### config.mk
export PLATFORM = sky130hd
export DESIGN_NAME = uart_tx
export DESIGN_NICKNAME = d
export VERILOG_FILES = /design/src/rtl/uart_pkg.sv /design/src/rtl/uart_baud_timer.sv /design/src/rtl/uart_tx.sv
export SDC_FILE = /design/constraint.sdc
export NUM_CORES = 1
export LEC_CHECK = 0
export BUFFER_PORTS_ARGS = -buffer_cell sky130_fd_sc_hd__buf_4
export CORE_UTILIZATION = 45
export DETAILED_ROUTE_END_ITERATION = 16
export GPL_TIMING_DRIVEN = 0
export HOLD_SLACK_MARGIN = 0.08
export SLEW_MARGIN = 0
export SYNTH_ARGS = -nofsm -noshare
export SYNTH_HDL_FRONTEND = slang
export SYNTH_SLANG_ARGS = --single-unit
### constraint.sdc
create_clock -name clk_i -period 3.9 [get_ports clk_i]
set_input_delay 0.195 -clock clk_i [delete_from_list [all_inputs] [get_ports clk_i]]
set_output_delay 0.195 -clock clk_i [all_outputs]
set_load 0.03 [all_outputs]
### src/rtl/uart_pkg.sv
// Shared types and constants for the 8N1 UART transmitter.
// Also provides the divider helper used by the bit timer.
package uart_pkg;

    localparam int DATA_BITS  = 8;
    localparam int BAUD_DIV_W = 16;

    typedef enum logic [1:0] {
        IDLE  = 2'd0,
        START = 2'd1,
        DATA  = 2'd2,
        STOP  = 2'd3
    } uart_state_e;

    // Terminal timer count for a divider; a divider of 0 behaves like 1.
    function automatic logic [BAUD_DIV_W-1:0] last_count(input logic [BAUD_DIV_W-1:0] div);
        return (div == '0) ? '0 : div - BAUD_DIV_W'(1);
    endfunction

endpackage

### src/rtl/uart_baud_timer.sv
// Bit-period timer: counts 0..N-1 while enabled and strobes bit_end_o on the
// final cycle of each bit period.
module uart_baud_timer
    import uart_pkg::*;
(
    input  logic                  clk_i,
    input  logic                  rst_i,
    input  logic                  clear_i,
    input  logic                  en_i,
    input  logic [BAUD_DIV_W-1:0] div_i,
    output logic                  bit_end_o
);

    logic [BAUD_DIV_W-1:0] count_q;
    logic [BAUD_DIV_W-1:0] count_d;
    logic                  at_last;

    assign at_last   = (count_q == last_count(div_i));
    assign bit_end_o = en_i && at_last;

    always_comb begin
        count_d = count_q;
        if (clear_i) begin
            count_d = '0;
        end else if (en_i) begin
            count_d = at_last ? '0 : count_q + BAUD_DIV_W'(1);
        end
    end

    // NOTE: reset is synchronous, so it lives inside the clocked block and is
    // only seen on a rising edge; no asynchronous sensitivity is needed.
    always_ff @(posedge clk_i) begin
        if (rst_i) begin
            count_q <= '0;
        end else begin
            count_q <= count_d;
        end
    end

endmodule

### src/rtl/uart_tx.sv
// 8N1 UART transmitter: start bit, 8 data bits LSB-first, stop bit, with a
// run-time bit-period divider captured at the start of each frame.
module uart_tx
    import uart_pkg::*;
(
    input  logic                  clk_i,
    input  logic                  rst_i,
    input  logic [DATA_BITS-1:0]  din_i,
    input  logic [BAUD_DIV_W-1:0] baud_div,
    input  logic                  tx_start_i,
    output logic                  tx_o,
    output logic                  tx_done_tick_o
);

    uart_state_e           state_q, state_d;
    logic [BAUD_DIV_W-1:0] div_q, div_d;
    logic [DATA_BITS-1:0]  shift_q, shift_d;
    logic [2:0]            bitcntr, bitcntr_d;
    logic                  tx_q, tx_d;
    logic                  bit_end;

    uart_baud_timer u_timer (
        .clk_i     (clk_i),
        .rst_i     (rst_i),
        .clear_i   (state_q == IDLE),
        .en_i      (state_q != IDLE),
        .div_i     (div_q),
        .bit_end_o (bit_end)
    );

    // NOTE: every output of this block gets a default first so that no
    // path through the case statement can infer a latch.
    always_comb begin
        state_d        = state_q;
        div_d          = div_q;
        shift_d        = shift_q;
        bitcntr_d      = bitcntr;
        tx_d           = tx_q;
        tx_done_tick_o = 1'b0;

        unique case (state_q)
            IDLE: begin
                tx_d = 1'b1;
                if (tx_start_i) begin
                    shift_d = din_i;
                    div_d   = baud_div;
                    tx_d    = 1'b0;
                    state_d = START;
                end
            end
            START: begin
                if (bit_end) begin
                    bitcntr_d = '0;
                    tx_d      = shift_q[0];
                    state_d   = DATA;
                end
            end
            DATA: begin
                if (bit_end) begin
                    shift_d = shift_q >> 1;
                    // tx_d anticipates the next bit so tx_o stays a plain register.
                    if (bitcntr == 3'(DATA_BITS - 1)) begin
                        bitcntr_d = '0;
                        tx_d      = 1'b1;
                        state_d   = STOP;
                    end else begin
                        bitcntr_d = bitcntr + 3'd1;
                        tx_d      = shift_q[1];
                    end
                end
            end
            STOP: begin
                if (bit_end) begin
                    tx_done_tick_o = 1'b1;
                    tx_d           = 1'b1;
                    state_d        = IDLE;
                end
            end
            default: begin
                tx_d    = 1'b1;
                state_d = IDLE;
            end
        endcase
    end

    // NOTE: sequential state uses non-blocking assignments so every register
    // samples the pre-edge values regardless of statement order.
    always_ff @(posedge clk_i) begin
        if (rst_i) begin
            state_q <= IDLE;
            div_q   <= '0;
            shift_q <= '0;
            bitcntr <= '0;
            tx_q    <= 1'b1;
        end else begin
            state_q <= state_d;
            div_q   <= div_d;
            shift_q <= shift_d;
            bitcntr <= bitcntr_d;
            tx_q    <= tx_d;
        end
    end

    assign tx_o = tx_q;

endmodule

==> flow_summary.toml <==
[run_status]
status = "finished, final reports clean"

[logic_synthesis]
synth_flop_cell = "dfxtp_1"
ys_seq_elements = 46
syn-num-nets = 375
yosysSeqAreaShare_pct = 33.9
syn_inst = 340
syn-cell-area_um2 = 2710
async_flop_share_pct = 0
synth-edff-count = 0
syn_area_per_cell_um2 = 7.98
yosysUniqueCellTypes = 53
ys_warn_count = 0

[critical_path]
worstSetupStartpointType = "flip-flop"
setup.worst_path.end_class = "flip-flop"
startpoint = "div_q[4]"
r2r_slack_ns = 0.12
ff2ff_path_depth = 12
worstPathRequired_ns = 4.13
regToRegStartpoint = "div_q[4]"
critical_path_class = "reg -> reg"
cp_data_arrival_time_ns = 4.02
path_max_fanout = 10
r2r-end = "bitcntr[0]"
crit_end = "bitcntr[0]"

[sta]
maxSlewViolCount = 0
layout_min_cycle_time_ns = 3.78
hold_violations = 0
slew_headroom_pct = 61.2
finClkSkew_ns = 0.00782
period_share_pct = 97.0
finalSetupViolCount = 0
tns_ns = 0
tightestPinTransition_ns = 0.577
max_freq_ghz = 0.264

[clock_network]
insertion_delay_ns = 0.30
clk_pin_slew_ns = 0.09
tritoncts = "yes"
cts_buffers = 5
htreeDepth = 2
ctsHoldBuffers = 0
cts_num_sinks = 46
clock-root-buffer = "clkbuf_8"
clk_path_buf_depth = 2

[power_and_ir_drop]
combinationalPowerShare_pct = 49.7
p_seq_share_pct = 32.2
p_per_area_nw_per_um2 = 618
p_int_uw = 1160
p_leak_uw = 0.00120
power_switching_uw = 812
totalPowerFinal_uw = 1980
swShare_pct = 41.1
vdd_drop_max_uv = 265
pwr-share-clk_pct = 18.1

[layout]
design_area_um2 = 3200
fin_nets = 410
layout-drive-gt1-share_pct = 16.5
layout_common_cells = "dfxtp_1, nand2_1, nor2_1"
syn2layout_area_growth_pct = 18.0
regArea_um2 = 921
num-fill-cells = 542
final_common_cell = "dfxtp_1"
multi_input_area_um2 = 1750
diodes = 0

[routing]
drt-pass1-iter-count = 4
vias = 2458
wl_per_cell_um = 13.5
viasPerCell = 5.49
route.detailed.drc = 0
finalWirelength_um = 6040
drtIter0Drc = 128
postRouteAntennaNets = 0

[global_route]
grt_pass1_vias = 2211
grt_pass1_wl_um = 10300
grt_usage_pct = 20.8
grt_max_degree = 15
gr-total-overflow = 0
antenna_found_initial = 0

[min_path]
hp-class = "in -> reg"

[floorplan]
ios = 29
row_count = 27
die_w_um = 79.6
core_area_um2 = 5640
die-area_um2 = 6340
die_y_um = 79.6
start_util_pct = 48.1

[place]
dp_hpwl_um = 4480
placed_cell_area_um2 = 3010
port-buffer-count = 28
gp_congestion = 0.858

[job]
max-cap-violations = 0
[through the flow]
stage                     instances  util (%)  hold WS, ns  worst slack (ns)
final                           448      56.7        0.129             0.116
after floorplan                 340         -        0.331             0.376
after global placement          440      53.4        0.441            0.0771
after CTS                       448      55.3        0.120           0.00512
after detailed placement        440      53.4        0.449            0.0753
after global routing            448      56.7        0.121          -0.00968
[worst min-delay path by stage]
stage,depth (start not counted),start,slack (ns),endpoint
after floorplan,2,baud_div[4],0.33,div_q[4]
after global placement,3,baud_div[9],0.44,div_q[9]
after detailed placement,3,baud_div[3],0.45,div_q[3]
after CTS,3,baud_div[3],0.12,div_q[3]
after global routing,3,baud_div[13],0.12,div_q[13]
final,3,baud_div[3],0.13,div_q[3]
[timing repair]
action / in CTS / in global routing
gates resized for setup: 0 / 15
buffers inserted: 0 / 1
endpoints found under the setup margin: 0 / 20
[cells in the mapped netlist (all sizes together), types with 8 or more instances]
cell | count | area, µm²
xor2 | 16 | 140
ha | 8 | 100
nor4 | 8 | 62.6
dfxtp | 46 | 921
xnor2 | 11 | 96.3
inv | 8 | 30.0
or3 | 12 | 75.1
a21oi | 25 | 129
nand3 | 11 | 55.1
nor2 | 42 | 158
nand2 | 45 | 169
clkbuf | 14 | 52.6
[critical path, cell delays in order, from the launching register on]
cell and delay (ns):
dfxtp_1 0.32, buf_6 0.13, or4_4 0.52, buf_6 0.16, or3_4 0.41, o31ai_4 0.26, mux2i_1 0.25, o21ai_1 0.11
or3_4 0.35, or3_1 0.35, buf_4 0.18, or4b_1 0.51, a31oi_1 0.16
[final cells by class]
| class | count | share of cell area [%] |
|---|---|---|
| Tap cell | 72 | 2.81 |
| Clock buffer | 5 | 2.15 |
| Timing Repair Buffer | 29 | 6.92 |
| Buffer | 17 | 2.58 |
| Inverter | 8 | 0.938 |
| Multi-Input combinational cell | 268 | 54.6 |
| Sequential cell | 46 | 28.8 |
| Clock inverter | 3 | 1.25 |
[registers in the layout (all words and copies together) (netlist names)]
name / flops
bitcntr: 3
div_q: 16
shift_q: 8
state_q: 2
tx_o: 1
u_timer.count_q: 16
[power by group through the flow]
stage	Sequential, µW	Combinational (µW)	Clock [µW]
after floorplan	629	716	0
after CTS	632	922	366
after global routing	650	1090	391
final	636	983	358
after global placement	642	907	0
after detailed placement	643	915	0
[cells by family (layout without fill, tap and decap cells)]
family	Yosys count	after routing	share of synthesized area, %
buffers and inverters	26	62	4.20
adders and majority gates	8	8	3.69
and+or+nand+nor	163	163	30.4
muxes	6	6	2.26
DFF	46	46	33.9
xor gates and xnor gates	28	28	9.55
AOI/OAI and AO/OA	63	63	16.0
[per-layer routing]
layer,routed length (µm),track usage (%),vias to the layer above
met3,212,3.66,10
met5,0,0,-
li1,-,-,1282
met1,3240,30.6,1119
met4,106,7.64,0
met2,2480,29.8,47
Power figures use the tool's default switching activity.
